## src/rtl/bin2bcd_conv_pkg.sv

```systemverilog
// Shared definitions for the binary-to-BCD converter: FSM states, BCD constants
// and the scratch-register sizing helper.
package bin2bcd_conv_pkg;

  localparam int BCD_W = 4;
  localparam logic [BCD_W-1:0] BCD_BLANK = 4'hF;

  typedef enum logic [1:0] {
    IDLE = 2'd0,
    CONV = 2'd1,
    FIN  = 2'd2
  } state_t;

  // ceil(bits * log10(2)) in integer arithmetic; bits*log10(2) is never an
  // exact integer for bits > 0, so the rounded constant is safe.
  function automatic int scratch_digits(input int bits);
    return (bits * 30103 + 99999) / 100000;
  endfunction

endpackage

```

## src/rtl/bin2bcd_conv_bcd_add3.sv

```systemverilog
// Per-digit correction for double-dabble: a digit of 5 or more gets +3 so the
// following left shift carries correctly into the next decimal digit.
module bcd_add3
  import bin2bcd_conv_pkg::*;
(
  input  logic [BCD_W-1:0] din,
  output logic [BCD_W-1:0] dout
);

  assign dout = (din >= 4'd5) ? din + 4'd3 : din;

endmodule

```

## src/rtl/bin2bcd_conv.sv

```systemverilog
// Sequential binary-to-BCD converter (shift-and-add-3, one bit per CE cycle).
// Define BIN2BCD_LEADING_BLANK_EN to replace leading zero digits with BCD_BLANK.
module bin2bcd_conv
  import bin2bcd_conv_pkg::*;
#(
  parameter int BITS_NUM   = 14,
  parameter int DIGITS_NUM = 4
) (
  input  logic                        CLK,
  input  logic                        CLR,
  input  logic                        CE,
  input  logic                        START,
  input  logic [BITS_NUM-1:0]         IN,
  output logic                        BUSY,
  output logic                        DONE,
  output logic [BCD_W*DIGITS_NUM-1:0] Q,
  output logic                        OVF
);

  localparam int SCR  = scratch_digits(BITS_NUM);
  localparam int PW   = (SCR > DIGITS_NUM) ? SCR : DIGITS_NUM;
  localparam int CW   = $clog2(BITS_NUM + 1);
  localparam logic [CW-1:0] LAST = CW'(BITS_NUM - 1);

  state_t                    state;
  logic [BITS_NUM-1:0]       bin;
  logic [BCD_W*SCR-1:0]      scr;
  logic [BCD_W*SCR-1:0]      adj;
  logic [BCD_W*SCR-1:0]      scr_next;
  logic [CW-1:0]             cnt;
  logic [BCD_W*PW-1:0]       padded;
  logic [BCD_W*DIGITS_NUM-1:0] q_next;
  logic                      ovf_next;

  genvar gi;
  generate
    for (gi = 0; gi < SCR; gi++) begin : g_add3
      bcd_add3 u_add3 (
        .din  (scr[BCD_W*gi +: BCD_W]),
        .dout (adj[BCD_W*gi +: BCD_W])
      );
    end
  endgenerate

  assign scr_next = {adj[BCD_W*SCR-2:0], bin[BITS_NUM-1]};

  // Result formatting works on the value after the final shift, so Q is
  // registered on the same edge that completes the conversion.
  always_comb begin
    padded = '0;
    padded[BCD_W*SCR-1:0] = scr_next;
    ovf_next = 1'b0;
    for (int i = DIGITS_NUM; i < PW; i++) begin
      ovf_next = ovf_next | (padded[BCD_W*i +: BCD_W] != 4'd0);
    end
    q_next = '0;
    for (int i = 0; i < DIGITS_NUM; i++) begin
      q_next[BCD_W*i +: BCD_W] = ovf_next ? 4'd9 : padded[BCD_W*i +: BCD_W];
    end
`ifdef BIN2BCD_LEADING_BLANK_EN
    begin : blank
      logic lead;
      lead = 1'b1;
      for (int i = DIGITS_NUM - 1; i >= 1; i--) begin
        if (lead && (q_next[BCD_W*i +: BCD_W] == 4'd0)) begin
          q_next[BCD_W*i +: BCD_W] = BCD_BLANK;
        end else begin
          lead = 1'b0;
        end
      end
    end
`endif
  end

  always_ff @(posedge CLK or posedge CLR) begin
    if (CLR) begin
      state <= IDLE;
      bin   <= '0;
      scr   <= '0;
      cnt   <= '0;
      Q     <= '0;
      OVF   <= 1'b0;
      DONE  <= 1'b0;
      BUSY  <= 1'b0;
    end else if (CE) begin
      DONE <= 1'b0;
      case (state)
        IDLE: begin
          if (START) begin
            bin   <= IN;
            scr   <= '0;
            cnt   <= '0;
            BUSY  <= 1'b1;
            state <= CONV;
          end
        end
        CONV: begin
          bin <= bin << 1;
          scr <= scr_next;
          cnt <= cnt + 1'b1;
          if (cnt == LAST) begin
            Q     <= q_next;
            OVF   <= ovf_next;
            DONE  <= 1'b1;
            state <= FIN;
          end
        end
        FIN: begin
          BUSY  <= 1'b0;
          state <= IDLE;
        end
        default: begin
          BUSY  <= 1'b0;
          state <= IDLE;
        end
      endcase
    end
  end

endmodule

```

## config.mk

```make
export PLATFORM = sky130hd
export DESIGN_NAME = bin2bcd_conv
export DESIGN_NICKNAME = d
export VERILOG_FILES = /design/src/rtl/bin2bcd_conv_pkg.sv /design/src/rtl/bin2bcd_conv_bcd_add3.sv /design/src/rtl/bin2bcd_conv.sv
export SDC_FILE = /design/constraint.sdc
export NUM_CORES = 1
export LEC_CHECK = 0
export CELL_PAD_IN_SITES_DETAIL_PLACEMENT = 1
export CELL_PAD_IN_SITES_GLOBAL_PLACEMENT = 2
export CORE_ASPECT_RATIO = 0.8
export CORE_MARGIN = 2
export CORE_UTILIZATION = 37
export CTS_CLUSTER_DIAMETER = 120
export CTS_CLUSTER_SIZE = 20
export DETAILED_ROUTE_END_ITERATION = 6
export GPL_ROUTABILITY_DRIVEN = 0
export PLACE_DENSITY_LB_ADDON = 0.05
export RECOVER_POWER = 50
export SLEW_MARGIN = 20
export SYNTH_ARGS = -nofsm -noshare
export SYNTH_HDL_FRONTEND = slang
export SYNTH_SLANG_ARGS = --single-unit
export TNS_END_PERCENT = 50
```

## constraint.sdc

```tcl
create_clock -name CLK -period 3.9 [get_ports CLK]
set_input_delay 0.78 -clock CLK [delete_from_list [all_inputs] [get_ports CLK]]
set_output_delay 0.78 -clock CLK [all_outputs]
set_load 0.05 [all_outputs]
```

==> flow_metrics.env, run 1 <==
export IMPL_muxShareOfSynthArea_pct=1.98
export IMPL_pin_count=37
export IMPL_fin_crit_sh_pct=68.7
export IMPL_worstPathRequired_ns=4.12
export IMPL_top_usage_layer="met2"
export IMPL_clkLatencyLatePin_ns=0.35
export IMPL_synth_adder_area_share_pct=5.27
export IMPL_synth_compound_area_share_pct=21.6
export IMPL_cp_end_kind="flop"
export IMPL_post_synth_top_count_cell="dfrtp_1"
export IMPL_postCtsHoldBufs=0
export IMPL_drt_initial_drc_count=68
export IMPL_report_final_slew_viol_count=48
export IMPL_yosysTopAreaCellShare_pct=51.8
export IMPL_drtPass1Iterations=4
export IMPL_tritoncts="done"
export IMPL_maxSlewHeadroom_pct=-47.6
export IMPL_area_growth_pct=21.9
export IMPL_gr_usage_met2_pct=29.0
export IMPL_intPower_mw=1.61
export IMPL_fmax_mhz=373
export IMPL_max_cap_violations=1
export IMPL_hold_path_class="reg2reg"
export IMPL_core_rowCount=28
export IMPL_synth_cells=295
export IMPL_final_hold_viol_count=0
export IMPL_vias=2276
export IMPL_sw_frac_of_total_pct=43.1
export IMPL_syn_area_sq_mm=0.00285
export IMPL_criticalPathCategory="in2reg"
export IMPL_via_per_inst=5.16
export IMPL_switchingPower_mw=1.22
export IMPL_layout_nets=363
export IMPL_violations="max-capacitance violations, max-slew violations"
export IMPL_path_clk_slew_ns=0.06
export IMPL_setup_violations=0
export IMPL_p_leak_nw=1.46
export IMPL_ys_flop_type="dfrtp_1"
export IMPL_utilization_pct=46.8
export IMPL_clkPwrFrac_pct=17.3
export IMPL_fin_ws_ns=1.22
export IMPL_synthArstFlopShare_pct=100
export IMPL_root_buffer="clkbuf_8"
export IMPL_synth_xor_area_share_pct=1.54
export IMPL_core_area_sq_mm=0.00743
export IMPL_setup_tns_ns=0
export IMPL_cp_start_kind="input pin"
export IMPL_port_buffers=36
export IMPL_critical_path_arrival_ns=2.90
export IMPL_start_util_pct=38.4
export IMPL_synth_top_family_by_area="compound AO/OA/AOI/OAI gates"
export IMPL_synth_area_leaders="dfrtp_1 (52%), o21ai_0 (10%), nand2_1 (5.9%)"
export IMPL_postRouteAntennaNets=0
export IMPL_wl_per_cell_um=15.3
export IMPL_cts_resized=0
export IMPL_yosysSeqAreaShare_pct=51.8
export IMPL_cts_path_max_buffers=2
export IMPL_met3_usage_pct=6.73
export IMPL_grt_first_pass_wirelength_um=11300
export IMPL_drive_gt1_share_pct=10.1
export IMPL_antenna_cells=0
export IMPL_tightestPinTransition_ns=2.20
export IMPL_finClkSkew_ns=0.00978
export IMPL_first_global_vias=2345
export IMPL_crit_path_max_fanout=41
export IMPL_die_w_um=102
export IMPL_period_needed_ns=2.68
export IMPL_drc_errors=0
export IMPL_drt_wl_total_um=6740
export IMPL_place_ws_ns=1.04
export IMPL_htree_levels=3
export IMPL_grt_max_degree=48
export IMPL_synth_seq_cells=59
export IMPL_fp_dieH_um=82.5
export IMPL_seqPwrFrac_pct=37.6
export IMPL_synth_edff_count=0
export IMPL_synth_simple_area_share_pct=13.9
export IMPL_cts_setup_buffers=0
export IMPL_yosys_warnings=0
export IMPL_ys_types=36
export IMPL_die_area_sq_mm=0.00843
export IMPL_p_per_area_mw_per_mm2=813
export IMPL_rsz0062_at_grt="no"
export IMPL_power_mw=2.82
export IMPL_synthesis_nets=325
export IMPL_yosysTopAreaCell="dfrtp_1"
export IMPL_dp_hpwl_um=4740
export IMPL_grt_overflow_total=0
export IMPL_peakVddDrop_uv=253
export IMPL_avgSynthCellArea_sq_um=9.66
export IMPL_antenna_found_initial=0
export IMPL_grt_total_usage_pct=18.0
export IMPL_status="finished with violations"
export IMPL_numClockSinks=59
export IMPL_combinationalPowerShare_pct=45.1
export IMPL_grtUsageMet1_pct=23.0
export IMPL_cts_buffers=9
export IMPL_synthTopCellsByCount="dfrtp_1 (59), o21ai_0 (58), nand2_1 (45)"
-- cell families (layout without fill, tap and decap cells) --
kind of cell    after synthesis  count (layout)
compound gates              102             102
xor+xnor                      5               5
fa+ha+maj                    12              12
buf+inv                      28              69
flops                        59              59
mux                           5               5
simple gates                 84              84
-- routing by layer --
layer  part of all wire (%)  up-vias
li1                       -     1104
met1                     49     1124
met3                    4.3        8
met5                      0        -
met2                     46       40
met4                    1.1        0
-- power groups by stage --
stage,Clock (mW),Sequential (mW),Combinational [mW]
after global routing,0.537,1.10,1.42
final,0.489,1.06,1.27
after detailed placement,0,1.07,1.30
after floorplan,0,1.27,0.684
after CTS,0.508,1.06,1.30
after global placement,0,1.06,1.25
-- state kept, by name, indices dropped and copies added, names as in the netlist --
register and flops:
DONE 1, bin 14, state 2, cnt 4, OVF 1, BUSY 1
Q 16, scr 20
-- worst max-delay path: stages --
cell and delay (ns):
dlygate4sd3_1 0.65, nor2b_1 0.24, o21ai_0 0.46, buf_4 0.44, o21ai_0 0.21, o21ai_0 0.10
-- cells in the final DEF (no fill, tap or decap), drive strengths merged, types with 8 or more instances in the layout --
cell type	Yosys	routed
inv	15	14
a21oi	13	13
a22oi	11	11
ha	12	12
nand2b	9	9
nand2	45	45
o21ai	59	59
clkbuf	11	13
dfrtp	59	59
nor2	8	8
clkdlybuf4s50	0	34
-- path summary, 6_finish.rpt --
kind / from / end / slack (ns) / cells past startpoint
worst max-delay path: CE / scr[15] / 1.22 / 6
worst max register to register: state[0] / scr[15] / 1.59 / 4
worst min-delay path: cnt[3] / cnt[3] / 0.48 / 1
min in group asynchronous: CLR / scr[1] / 1.48 / 2
worst min register to register: cnt[3] / cnt[3] / 0.48 / 1
max in group asynchronous: CLR / Q[0] / 1.39 / 3
-- cell type report --
cell class,instances,area (sq um)
fillers,866,3950
flip-flops and latches,59,1480
multi-input cells,208,1260
repair buffers,40,383
clock buffers,11,151
well taps,105,131
inverters,15,57.6
clock inverters,3,15.0
-- metrics by stage --
stage | area [sq um] | hold slack, ns | instances
floorplan | 2850 | 0.440 | 295
global placement | 3320 | 0.464 | 427
detailed placement | 3320 | 0.471 | 427
CTS | 3480 | 0.483 | 441
global route | 3470 | 0.515 | 441
finish | 3470 | 0.480 | 441
Power figures use the tool's default switching activity.
==> inputs of run 2 (changes only) <==
CORE_UTILIZATION = 34   (was 37)
clock period = 2.5 ns   (was 3.9 ns; I/O delays follow)
==> flow_metrics.env, run 2 (synthesis gave the netlist of run 1 again) <==
export IMPL_numClockSinks=59
export IMPL_cts_path_max_buffers=2
export IMPL_drc_errors=0
export IMPL_pin_count=37
export IMPL_place_inst=436
export IMPL_gr_usage_met2_pct=26.2
export IMPL_intPower_mw=2.51
export IMPL_start_util_pct=35.5
export IMPL_rsz0062_at_grt="no"
export IMPL_first_global_vias=2413
export IMPL_core_rowCount=29
export IMPL_peakVddDrop_uv=393
export IMPL_via_per_inst=5.06
export IMPL_grtUsageMet1_pct=24.3
export IMPL_grt_first_pass_wirelength_um=12200
export IMPL_path_clk_slew_ns=0.06
export IMPL_drive_gt1_share_pct=11.1
export IMPL_tightestPinTransition_ns=1.51
export IMPL_port_buffers=36
export IMPL_htree_levels=3
export IMPL_fp_dieH_um=85.9
export IMPL_layout_nets=369
export IMPL_regMostFlops="scr"
export IMPL_maxSlewHeadroom_pct=-0.343
export IMPL_finClkSkew_ns=0.00696
export IMPL_p_leak_nw=1.50
export IMPL_root_buffer="clkbuf_8"
export IMPL_drt_wl_total_um=6980
export IMPL_combinationalPowerShare_pct=46.0
export IMPL_report_final_slew_viol_count=59
export IMPL_postRouteAntennaNets=0
export IMPL_vias=2283
export IMPL_utilization_pct=44.0
export IMPL_wl_per_cell_um=15.5
export IMPL_cts_setup_buffers=0
export IMPL_met3_usage_pct=4.41
export IMPL_max_cap_violations=1
export IMPL_fmax_mhz=481
export IMPL_drtPass1Iterations=4
export IMPL_switchingPower_mw=1.92
export IMPL_grt_max_degree=60
export IMPL_dp_hpwl_um=4750
export IMPL_grt_overflow_total=0
export IMPL_critical_path_arrival_ns=2.28
export IMPL_drt_initial_drc_count=58
export IMPL_sw_frac_of_total_pct=43.4
export IMPL_p_per_area_mw_per_mm2=1260
export IMPL_cp_start_kind="input pin"
export IMPL_violations="max-capacitance violations, max-slew violations"
export IMPL_status="finished with violations"
export IMPL_die_area_sq_mm=0.00914
export IMPL_grt_total_usage_pct=17.3
export IMPL_final_cell_mix="dfrtp_1 (59), o21ai_0 (59), nand2_1 (45), clkdlybuf4s50_1 (35), inv_1 (14)"
export IMPL_hold_path_class="reg2reg"
export IMPL_antenna_found_initial=0
export IMPL_period_needed_ns=2.08
export IMPL_setup_tns_ns=0
export IMPL_clkPwrFrac_pct=16.9
export IMPL_cp_end_kind="flop"
export IMPL_crit_path_max_fanout=28
export IMPL_antenna_cells=0
export IMPL_seqPwrFrac_pct=37.2
export IMPL_area_growth_pct=23.8
export IMPL_worstPathRequired_ns=2.70
export IMPL_cts_resized=0
export IMPL_top_usage_layer="met2"
export IMPL_fin_crit_sh_pct=83.2
export IMPL_final_hold_viol_count=0
export IMPL_core_area_sq_mm=0.00802
export IMPL_die_w_um=106
export IMPL_tritoncts="done"
export IMPL_clkLatencyLatePin_ns=0.34
export IMPL_reg_top3="scr: 20 flops, Q: 16 flops, bin: 14 flops"
export IMPL_setup_violations=0
export IMPL_cts_buffers=9
export IMPL_largest_reg_flops=20
export IMPL_instances_no_fill=451
export IMPL_postCtsHoldBufs=0
export IMPL_criticalPathCategory="in2reg"
==> run 2: path summary, 6_finish.rpt <==
path	cells after the start	slack, ns	startpoint	to
setup / recovery	4	0.42	START	bin[6]
hold / removal	2	0.48	bin[0]	bin[0]
setup reg to reg	7	0.43	scr[16]	Q[7]
hold reg to reg	2	0.48	bin[0]	bin[0]
max in group asynchronous	3	0.47	CLR	Q[4]
min in group asynchronous	3	1.14	CLR	scr[1]
==> run 2: critical path: stages <==
cell and delay, ns:
clkdlybuf4s50_1 0.44, o21ai_0 0.77, buf_4 0.41, o21ai_0 0.15
==> run 2: per-layer routing <==
layer / part of all wire, % / wire (um)
met1: 53 / 3730
met2: 42 / 2940
met3: 3.2 / 220
met4: 1.3 / 91
met5: 0 / 0
==> run 2: metrics by stage <==
stage	hold slack (ns)	cell area, sq um	total power [mW]	setup slack [ns]
floorplan	0.440	2850	3.05	0.544
global placement	0.464	3390	3.69	0.307
detailed placement	0.471	3390	3.74	0.250
CTS	0.485	3550	4.51	0.390
global route	0.520	3530	4.83	0.162
finish	0.482	3530	4.43	0.420
==> run 2: area by class of cell <==
type | count | area [sq um]
clock buffers | 12 | 145
flip-flops and latches | 59 | 1480
repair buffers | 46 | 442
inverters | 15 | 56.3
fillers | 930 | 4490
multi-input cells | 208 | 1260
well taps | 108 | 135
clock inverters | 3 | 15.0
==> run 2: power by group through the flow <==
stage          Combinational [mW]  Clock, mW  Sequential, mW
4_1_cts                      2.08      0.780            1.65
5_1_grt                      2.29      0.822            1.72
3_3_place_gp                 2.03          0            1.66
2_1_floorplan                1.07          0            1.99
6_report                     2.04      0.748            1.65
3_5_place_dp                 2.07          0            1.67
